**src/rtl/hex_digit_counter.sv**
```systemverilog
// Rate-divided 4-bit hex digit counter feeding the 7-segment decoder; count/tick/wrap are registered.
// Steps once per divided period (no backpressure); priority: reset > load > speed change > enable/step.
module hex_digit_counter #(
    parameter int CLK_FREQ = 50000000
) (
    input  logic       clock,
    input  logic       reset,
    input  logic       enable,
    input  logic [1:0] speed,
    input  logic       up_down,
    input  logic       load,
    input  logic [3:0] load_value,
    output logic [3:0] count,
    output logic       tick,
    output logic       wrap
);
    localparam int DIV_W = $clog2(4 * CLK_FREQ);

    // Divider reload value: PERIOD(s) - 1, so a step lands on the PERIOD-th enabled edge.
    function automatic logic [DIV_W-1:0] period_m1(input logic [1:0] s);
        case (s)
            2'd0:    return '0;
            2'd1:    return DIV_W'(CLK_FREQ - 1);
            2'd2:    return DIV_W'(2 * CLK_FREQ - 1);
            default: return DIV_W'(4 * CLK_FREQ - 1);
        endcase
    endfunction

    logic [3:0]       count_q, count_d;
    logic             tick_q, tick_d;
    logic             wrap_q, wrap_d;
    logic [DIV_W-1:0] div_q, div_d;
    logic [1:0]       speed_q, speed_d;

    always_comb begin
        count_d = count_q;
        div_d   = div_q;
        speed_d = speed_q;
        tick_d  = 1'b0;
        wrap_d  = 1'b0;
        if (reset) begin
            count_d = 4'h0;
            speed_d = speed;
            div_d   = period_m1(speed);
        end else if (load) begin
            count_d = load_value;
            speed_d = speed;
            div_d   = period_m1(speed);
        end else if (speed != speed_q) begin
            // A rate change restarts the period rather than finishing the old one.
            speed_d = speed;
            div_d   = period_m1(speed);
        end else if (enable) begin
            if (div_q != '0) begin
                div_d = div_q - 1'b1;
            end else begin
                tick_d = 1'b1;
                div_d  = period_m1(speed_q);
                if (up_down) begin
                    count_d = count_q + 4'd1;
                    wrap_d  = (count_q == 4'hF);
                end else begin
                    count_d = count_q - 4'd1;
                    wrap_d  = (count_q == 4'h0);
                end
            end
        end
    end

    always_ff @(posedge clock) begin
        count_q <= count_d;
        tick_q  <= tick_d;
        wrap_q  <= wrap_d;
        div_q   <= div_d;
        speed_q <= speed_d;
    end

    assign count = count_q;
    assign tick  = tick_q;
    assign wrap  = wrap_q;
endmodule
```
**config.mk**
```make
export PLATFORM = sky130hd
export DESIGN_NAME = hex_digit_counter
export DESIGN_NICKNAME = d
export VERILOG_FILES = /design/src/rtl/hex_digit_counter.sv
export SDC_FILE = /design/constraint.sdc
export NUM_CORES = 1
export LEC_CHECK = 0
export CORE_UTILIZATION = 25
export DETAILED_ROUTE_END_ITERATION = 10
export GPL_ROUTABILITY_DRIVEN = 0
export GPL_TIMING_DRIVEN = 0
export SLEW_MARGIN = 10
export SYNTH_ARGS = -nofsm -noshare
export SYNTH_HDL_FRONTEND = slang
export SYNTH_SLANG_ARGS = --single-unit
```
**constraint.sdc**
```tcl
create_clock -name clock -period 2.6 [get_ports clock]
set_input_delay 0.52 -clock clock [delete_from_list [all_inputs] [get_ports clock]]
set_output_delay 0.52 -clock clock [all_outputs]
set_load 0.02 [all_outputs]
```
Word-level counts from Yosys, hierarchy flattened. Cells that the tools add are included.

Add/sub/neg operators: 3. Equality and inequality tests: 8. Mux-type cells: 17. Bitwise logic cells: 1. Reduce and logical (&&, ||, !) cells: 10.

Operators by type and width (number): case mux 28 bit (3 select lines) (2); 2-to-1 mux 28 bit (5); nonzero test 28 bit (1); subtractor 28 x 1 -> 28 bit (second input constant) (1); 2-to-1 mux 4 bit (5); 2-to-1 mux 2 bit (3); OR reduction 5 bit (1); adder 4 x 1 -> 4 bit (second input constant) (1); == test 2 x 1 -> 1 bit (second input constant) (2); == test 2 bit (second input constant) (2); == test 4 bit (second input constant) (1); logical NOT 2 bit (2); logical NOT 4 bit (1); != test 2 bit (second input constant) (2); nonzero test 4 bit (1); OR reduction 4 bit (1); subtractor 4 x 1 -> 4 bit (second input constant) (1); AND reduction 3 bit (1); nonzero test 3 bit (1); 2-to-1 mux 1 bit (2); != test 2 bit (1); nonzero test 2 bit (1); NOT 1 bit (1).

Register bits: 36. Output and inout port bits: 6.

Longest topological paths before layout. Gate-level depths: netlist of the first run.

Word-level depth: 7. Gate-level depth with buffers: 7. Mapped depth without buffers: 7.

Least setup slack after synthesis of the first run. No wires, ideal clock.

Path type: flip-flop to flip-flop. Start: register div_q[22]. End: register div_q[16] (data pin). Setup time: 0.269 ns. Arrival time: 2.327 ns. Required time: 2.331 ns. Slack: 0.004 ns. Stages on the path, launching flop included: 8. Period minus slack after synthesis: 2.596 ns. Path through: edfxtp_1 or4_4 or4_4 buf_6 or3_1 buf_6 o31ai_1 o21ai_0.

Word-level cells in the longest chain between the ends: 6.

RTL lines: start: declaration (line 32) `logic [DIV_W-1:0] div_q, div_d;`; start signal: assignment (line 74) `div_q <= div_d;`; nonzero test 28 bit (line 54) `if (div_q != '0) begin`; 2-to-1 mux 28 bit (line 54); 2-to-1 mux 28 bit (line 53) `end else if (enable) begin`; 2-to-1 mux 28 bit (line 49) `end else if (speed != speed_q) begin`; 2-to-1 mux 28 bit (line 45) `end else if (load) begin`; 2-to-1 mux 28 bit (line 41) `if (reset) begin`; via div_d[16] (line 32).

The timed path passes the listed nets, and every way through them passes these cells. The select of a mux whose other input is x is not followed. A chain may end at the register's enable or synchronous reset.

Final worst setup path of the first run.
Start: register div_q[22]. End: register count_q[1] (netlist: count[1]).

Word-level cells in the longest chain between the ends: 3.

RTL lines: nonzero test 28 bit (line 54); != test 2 bit (no source line); AND reduction 3 bit (no source line); end signal: assignment (line 71) `count_q <= count_d;`; end: declaration (line 29) `logic [3:0] count_q, count_d;`.

No other way between the ends.

==> results.json, run 1 <==
{
  "cp_top_family": "simple AND/OR/NAND/NOR gates",
  "synth_instances": 239,
  "hold_path_class": "reg2reg",
  "cts_num_sinks": 36,
  "final_area_mm2": 0.00305,
  "synth_largest_type_area_fraction": 0.379,
  "outcome": "finished clean",
  "synth_enable_flop_cells": 30,
  "cts_hold_buf": 0,
  "async_reset_ff_frac": 0,
  "worst_slew_margin_rel": 0.513,
  "num-nets-final": 301,
  "grt_setup_unrepaired": "true",
  "setup_viol": 0,
  "insertedDiodeCount": 0,
  "dr.first_iter.drc_count": 50,
  "routed_wire_length_per_instance_um": 13.4,
  "yosysMostFrequentCell": "edfxtp_1",
  "critical_path.most_common_cell": "or4_4",
  "die_x_um": 99.5,
  "seq_area_frac_synth": 0.429,
  "clock_skew_ns": 0.00640,
  "finalHoldViolations": 0,
  "cts-htree-levels": 2,
  "std_cell_rows": 35,
  "tritoncts": "done",
  "postRouteWirelength_mm": 5.46,
  "grt_antenna_before_repair": 0,
  "clkTransAtPathRegs_ns": 0.08,
  "crit_chain": "or4_4 -> or4_4 -> buf_6 -> buf_4 -> nor4_4 -> nor3_1 -> a2111oi_1",
  "p_per_cell_area_mw_per_mm2": 492,
  "gr-usage-met1": 0.152,
  "die_y_um": 99.5,
  "critPathSlowestCell": "or4_4",
  "post-synth-top-area-cell": "edfxtp_1",
  "grt_overflow": 0,
  "final_antenna_net_count": 0,
  "critical_path.max_fanout": 5,
  "ys_top_cells_by_area": "edfxtp_1, xnor2_1, ha_1",
  "synth.net_count": 263,
  "max_freq_ghz": 0.386,
  "synth.distinct_cells": 47,
  "die_area_mm2": 0.00991,
  "cts.path.max_buffers": 2,
  "met3_usage": 0.0337,
  "start_util": 0.257,
  "cp.arrival_ns": 2.78,
  "cts_root_buf": "clkbuf_8",
  "postSynthRegisterBits": 36,
  "ys_dominant_reg_cell": "edfxtp_1",
  "synth_area_mm2": 0.00238,
  "path_buf_inv": 2,
  "setup-tns-final_ns": 0,
  "max_cap_viols": 0,
  "timing.setup.critical_path_class": "reg2reg",
  "leakage_nw": 1.10,
  "grt.busiest_layer": "met2",
  "area_growth_syn_to_layout_pct": 28.2,
  "grt_pass1_wl_mm": 9.12,
  "grt_pass1_vias": 1866,
  "timing.final.crit_period_ns": 2.59,
  "num_vias": 1917,
  "clkLatencyLatePin_ns": 0.30,
  "detail_route.first_pass.iterations": 4,
  "final.period_utilization": 0.997,
  "max-vdd-ir-drop_mv": 0.173,
  "synth_commonest_cells": "edfxtp_1, nor3_1, xnor2_1",
  "worst_setup_path_start_kind": "flop",
  "critPathCaptureType": "flop",
  "synth_warnings": 0,
  "fp.coreArea_mm2": 0.00924,
  "dp_hpwl_mm": 3.80,
  "worst_slew_pin_slew_ns": 0.731,
  "mean_number_of_vias_per_cell": 4.71,
  "timing.hold.ws_ns": 0.662,
  "largest_stage_delay_on_the_critical_path_ns": 0.57,
  "post_route_cells_drive_above_1_share": 0.169,
  "grt_start_max_net_pins": 29,
  "gr-usage-met2": 0.194,
  "post_synth.cell_area_avg_um2": 9.95,
  "total_cts_buffers": 5,
  "io_port_bufs": 16,
  "placed_area_mm2": 0.00270,
  "drc_errors": 0,
  "slew_viol_final": 0,
  "critical_path_required_ns": 2.79,
  "top_level_ports": 17,
  "grt.total_usage": 0.120
}
[where the power goes]
| part | switching (W) | leakage, nW | internal [W] |
|---|---|---|---|
| Sequential | 0.0000569 | 0.369 | 0.000687 |
| Combinational | 0.000130 | 0.677 | 0.000121 |
| Clock | 0.000220 | 0.0552 | 0.000285 |
| Total | 0.000408 | 1.10 | 0.00109 |
[flip-flops by register name, summed over array words and instances, names as in the netlist]
signal / flops
div_q: 28
speed_q: 2
tick: 1
wrap: 1
count: 4
[through the flow]
step | setup WS, ns | power [W] | util | cells
after floorplan | 0.00352 | 0.000895 | - | 239
after global placement | -0.928 | 0.000967 | 0.292 | 384
after detailed placement | -1.05 | 0.000972 | 0.292 | 384
after CTS | -0.0395 | 0.00150 | 0.324 | 406
after global routing | -0.142 | 0.00158 | 0.330 | 407
final | 0.00853 | 0.00150 | 0.330 | 407
[path summary, 6_finish.rpt]
kind                         startpoint                     to  slack (ns)  cells past startpoint
hold / removal    count[2]$_SDFFE_PP0P_        wrap$_SDFF_PP0_        0.66                      3
hold reg to reg   count[2]$_SDFFE_PP0P_        wrap$_SDFF_PP0_        0.66                      3
setup reg to reg    div_q[22]$_DFFE_PP_  count[1]$_SDFFE_PP0P_       0.009                      7
setup / recovery    div_q[22]$_DFFE_PP_  count[1]$_SDFFE_PP0P_       0.009                      7
[routing by layer]
metal,wire [µm],up-vias
li1,-,976
met1,2640,913
met2,2590,23
met3,154,5
met4,79,0
met5,0,-
[layout by cell type, fill, tap and decap left out, types with 2 or more instances in the layout]
| master | synthesis | routed |
|---|---|---|
| o21ai_1 | 0 | 6 |
| and2_1 | 2 | 2 |
| nand3_1 | 2 | 2 |
| nor4_1 | 16 | 13 |
| xor2_1 | 3 | 3 |
| buf_6 | 2 | 3 |
| clkbuf_8 | 0 | 5 |
| clkdlybuf4s50_1 | 0 | 16 |
| o31ai_1 | 4 | 3 |
| nor2_1 | 18 | 17 |
| buf_4 | 0 | 16 |
| or4_4 | 2 | 3 |
| or3_1 | 4 | 3 |
| nand2_1 | 11 | 11 |
| xnor2_1 | 20 | 20 |
| a21o_1 | 2 | 2 |
| edfxtp_1 | 30 | 30 |
| nand2b_1 | 4 | 3 |
| nor4_4 | 1 | 4 |
| dfxtp_1 | 6 | 6 |
| clkinv_2 | 0 | 2 |
| clkbuf_1 | 6 | 4 |
| a21oi_1 | 10 | 10 |
| nor3_1 | 21 | 21 |
| nor2b_1 | 2 | 2 |
| or2_2 | 2 | 2 |
| o31a_1 | 5 | 5 |
| o21a_1 | 4 | 4 |
| a31oi_1 | 2 | 2 |
| inv_1 | 11 | 11 |
| ha_1 | 12 | 12 |
| o21ai_0 | 12 | 6 |
| nand4_1 | 3 | 3 |
| and3_1 | 3 | 3 |
[what timing repair did]
| item | in CTS | in global routing |
|---|---|---|
| setup endpoints to repair | 59 | 26 |
| resized for setup | 19 | 11 |
| pin swaps | 9 | 6 |
| setup buffers | 15 | 2 |
[final cells by class]
type / count / area, µm²
Fill cell: 934 / 6190
Multi-Input combinational cell: 182 / 1380
Sequential cell: 36 / 1020
Timing Repair Buffer: 33 / 292
Tap cell: 129 / 161
Clock buffer: 6 / 72.6
Buffer: 7 / 46.3
Inverter: 12 / 46.3
Clock inverter: 2 / 35.0
[worst reg2reg max path, cell delays in order (launching register included)]
cell	delay, ns
edfxtp_1	0.43
or4_4	0.57
or4_4	0.45
buf_6	0.14
buf_4	0.13
nor4_4	0.32
nor3_1	0.09
a2111oi_1	0.36
[logic make-up after synthesis]
| group | Yosys count | share of synthesized area |
|---|---|---|
| multiplexers | 1 | 0.00421 |
| flip-flops | 36 | 0.429 |
| AND/OR/NAND/NOR | 100 | 0.242 |
| adder cells (fa/ha/maj) | 13 | 0.0715 |
| AO/OA/AOI/OAI | 45 | 0.128 |
| XOR/XNOR | 23 | 0.0847 |
| buffers and inverters | 21 | 0.0400 |
(Power assumes the default switching activity.)
==> inputs of run 2 (changes only) <==
--- a/config.mk
+++ b/config.mk
@@ -9,6 +9,8 @@
 export DETAILED_ROUTE_END_ITERATION = 10
 export GPL_ROUTABILITY_DRIVEN = 0
 export GPL_TIMING_DRIVEN = 0
+export MAX_ROUTING_LAYER = met4
+export PLACE_DENSITY = 0.53
 export SLEW_MARGIN = 10
 export SYNTH_ARGS = -nofsm -noshare
 export SYNTH_HDL_FRONTEND = slang
==> run 2 against run 1 <==
Flip-flop and latch count stayed put. Setup slack better by 0.098 ns. Critical path depth is the same. Combinational power rose by 4%. Non-clock buffer count increased by 2. Maximum frequency grew 3.9%. Cell area rose by 0.33%. Clock-buffer cell count decreased by 1. Sequential power about the same. Die area stayed put.
==> results.json, run 2 (synthesized netlist as in run 1, its figures left out) <==
{
  "finished_layout_cells": 409,
  "max_cap_viols": 0,
  "dr.first_iter.drc_count": 81,
  "total_cts_buffers": 5,
  "path_buf_inv": 2,
  "max_freq_ghz": 0.401,
  "area_growth_syn_to_layout_pct": 28.6,
  "critPathSlowestCell": "or4_4",
  "reg2regPathDepth": 7,
  "grt.total_usage": 0.127,
  "cts.path.max_buffers": 2,
  "layout_commonest_cell": "edfxtp_1",
  "post-layout-total-power_w": 0.00150,
  "rrSetupSlack_ns": 0.11,
  "num-nets-final": 303,
  "die_y_um": 99.5,
  "largest_stage_delay_on_the_critical_path_ns": 0.56,
  "clkTransAtPathRegs_ns": 0.08,
  "critical_path_required_ns": 2.79,
  "std_cell_rows": 35,
  "io_port_bufs": 16,
  "die_area_mm2": 0.00991,
  "critical_path.max_fanout": 5,
  "start_util": 0.257,
  "cp.arrival_ns": 2.68,
  "final_antenna_net_count": 0,
  "grt_overflow": 0,
  "cts_num_sinks": 36,
  "seqCellArea_mm2": 0.00102,
  "cts-htree-levels": 2,
  "hold-path-cell-count": 2,
  "filler_cell_count": 943,
  "crit_chain": "or4_4 -> or4_4 -> buf_4 -> buf_4 -> nor4_4 -> nor4b_1 -> a221o_1",
  "drc_errors": 0,
  "worst_setup_path_start_kind": "flop",
  "final.period_utilization": 0.959,
  "clock_skew_ns": 0.00813,
  "timing.setup.critical_path_class": "reg2reg",
  "die_x_um": 99.5,
  "p_per_cell_area_mw_per_mm2": 491,
  "placedCellCount": 384,
  "critPathCaptureType": "flop",
  "top_level_ports": 17,
  "worst_slew_margin_rel": 0.495,
  "cts_root_buf": "clkbuf_8",
  "multiInputGateArea_mm2": 0.00138,
  "detail_route.first_pass.iterations": 4,
  "postRouteWirelength_mm": 5.56,
  "min_to": "count[1]$_SDFFE_PP0P_",
  "setup_viol": 0,
  "grt_pass1_wl_mm": 9.45,
  "finalHoldViolations": 0,
  "tritoncts": "done",
  "timing.final.crit_period_ns": 2.49,
  "outcome": "finished clean",
  "grt_setup_unrepaired": "false",
  "cp_top_family": "simple AND/OR/NAND/NOR gates",
  "largest_register": "div_q",
  "grt_pass1_vias": 1931,
  "dp_hpwl_mm": 3.93,
  "clkLatencyLatePin_ns": 0.30,
  "fp.coreArea_mm2": 0.00924,
  "routed_wire_length_per_instance_um": 13.6,
  "leakage_nw": 1.11,
  "crit-reg2reg-launch": "div_q[23]$_DFFE_PP_",
  "worstReg2RegEnd": "count[2]$_SDFFE_PP0P_",
  "hp-start": "count[1]$_SDFFE_PP0P_",
  "worst_slew_pin_slew_ns": 0.758,
  "num_vias": 1942,
  "grt_start_max_net_pins": 29,
  "max-vdd-ir-drop_mv": 0.177,
  "hold_path_class": "reg2reg",
  "grt_antenna_before_repair": 0,
  "timing.hold.ws_ns": 0.681,
  "slew_viol_final": 0,
  "insertedDiodeCount": 0,
  "largest_register_ffs": 28,
  "final_cell_mix": "edfxtp_1, buf_4, nor3_1, xnor2_1, nor2_1",
  "cts_hold_buf": 0,
  "post_route_cells_drive_above_1_share": 0.179,
  "mean_number_of_vias_per_cell": 4.75
}
==> run 2: cell count changes in the layout (fill, tap and decap cells not counted), sizes merged <==
cell    previous run  this run
buf               19        22
clkinv             2         3
clkbuf            11         9
==> run 2: worst max-delay path by stage <==
stage                         from                     to  slack (ns)  depth (start not counted)
3_3_place_gp              speed[1]     div_q[4]$_DFFE_PP_       -1.02                          4
3_5_place_dp              speed[1]    div_q[21]$_DFFE_PP_       -1.15                          8
6_report       div_q[23]$_DFFE_PP_  count[2]$_SDFFE_PP0P_        0.11                          7
5_1_grt        div_q[23]$_DFFE_PP_  count[2]$_SDFFE_PP0P_       0.007                          7
2_1_floorplan  div_q[22]$_DFFE_PP_    div_q[16]$_DFFE_PP_       0.004                          7
4_1_cts        div_q[21]$_DFFE_PP_    div_q[16]$_DFFE_PP_       -0.04                          6
==> run 2: worst min-delay path: stages, from the launching register on <==
cell	delay, ns
dfxtp_1	0.36
nor3_1	0.20
a2111oi_1	0.06
==> run 2: repair_timing <==
action	in CTS	in global routing
buffers inserted	15	5
pin swaps	11	8
gates resized for setup	20	9
setup endpoints to repair	62	55
hold endpoints to repair	0	0
==> run 2: layout make-up <==
cell class | instances | share of cell area
repair buffers | 36 | 0.101
multi-input cells | 182 | 0.451
plain buffers | 6 | 0.0110
well taps | 129 | 0.0528
clock inverters | 3 | 0.0123
clock buffers | 5 | 0.0225
flip-flops and latches | 36 | 0.334
inverters | 12 | 0.0151
==> run 2: through the flow <==
step                      instance area (µm²)  setup WS [ns]   util  setup TNS [ns]
final                                    3060          0.106  0.331               0
after detailed placement                 2700          -1.15  0.292          -44.43
after global routing                     3060        0.00697  0.331               0
after CTS                                2990        -0.0420  0.324          -0.118
after floorplan                          2380        0.00352      -               0
after global placement                   2700          -1.02  0.292          -49.97
==> run 2: where the power goes <==
| group | internal, W | total (W) | switching, W |
|---|---|---|---|
| Sequential | 0.000687 | 0.000745 | 0.0000581 |
| Clock | 0.000279 | 0.000499 | 0.000219 |
| Combinational | 0.000128 | 0.000260 | 0.000132 |
==> run 2: per-layer routing <==
metal  GRT usage  vias up  share of wire
li1            -      981              -
met1       0.158      930           0.48
met2       0.201       23           0.47
met3      0.0218        8          0.028
met4      0.0600        0          0.019
met5           -        -              0
==> inputs of run 3 (changes only) <==
==> constraint.sdc (replaced) <==
create_clock -name clock -period 2.6 [get_ports clock]
set_input_delay 0.52 -clock clock [delete_from_list [all_inputs] [get_ports clock]]
set_output_delay 0.52 -clock clock [all_outputs]
set_load 0.005 [all_outputs]
==> results of run 3 <==
The final DEF is identical to that of run 2. Status: finished clean.
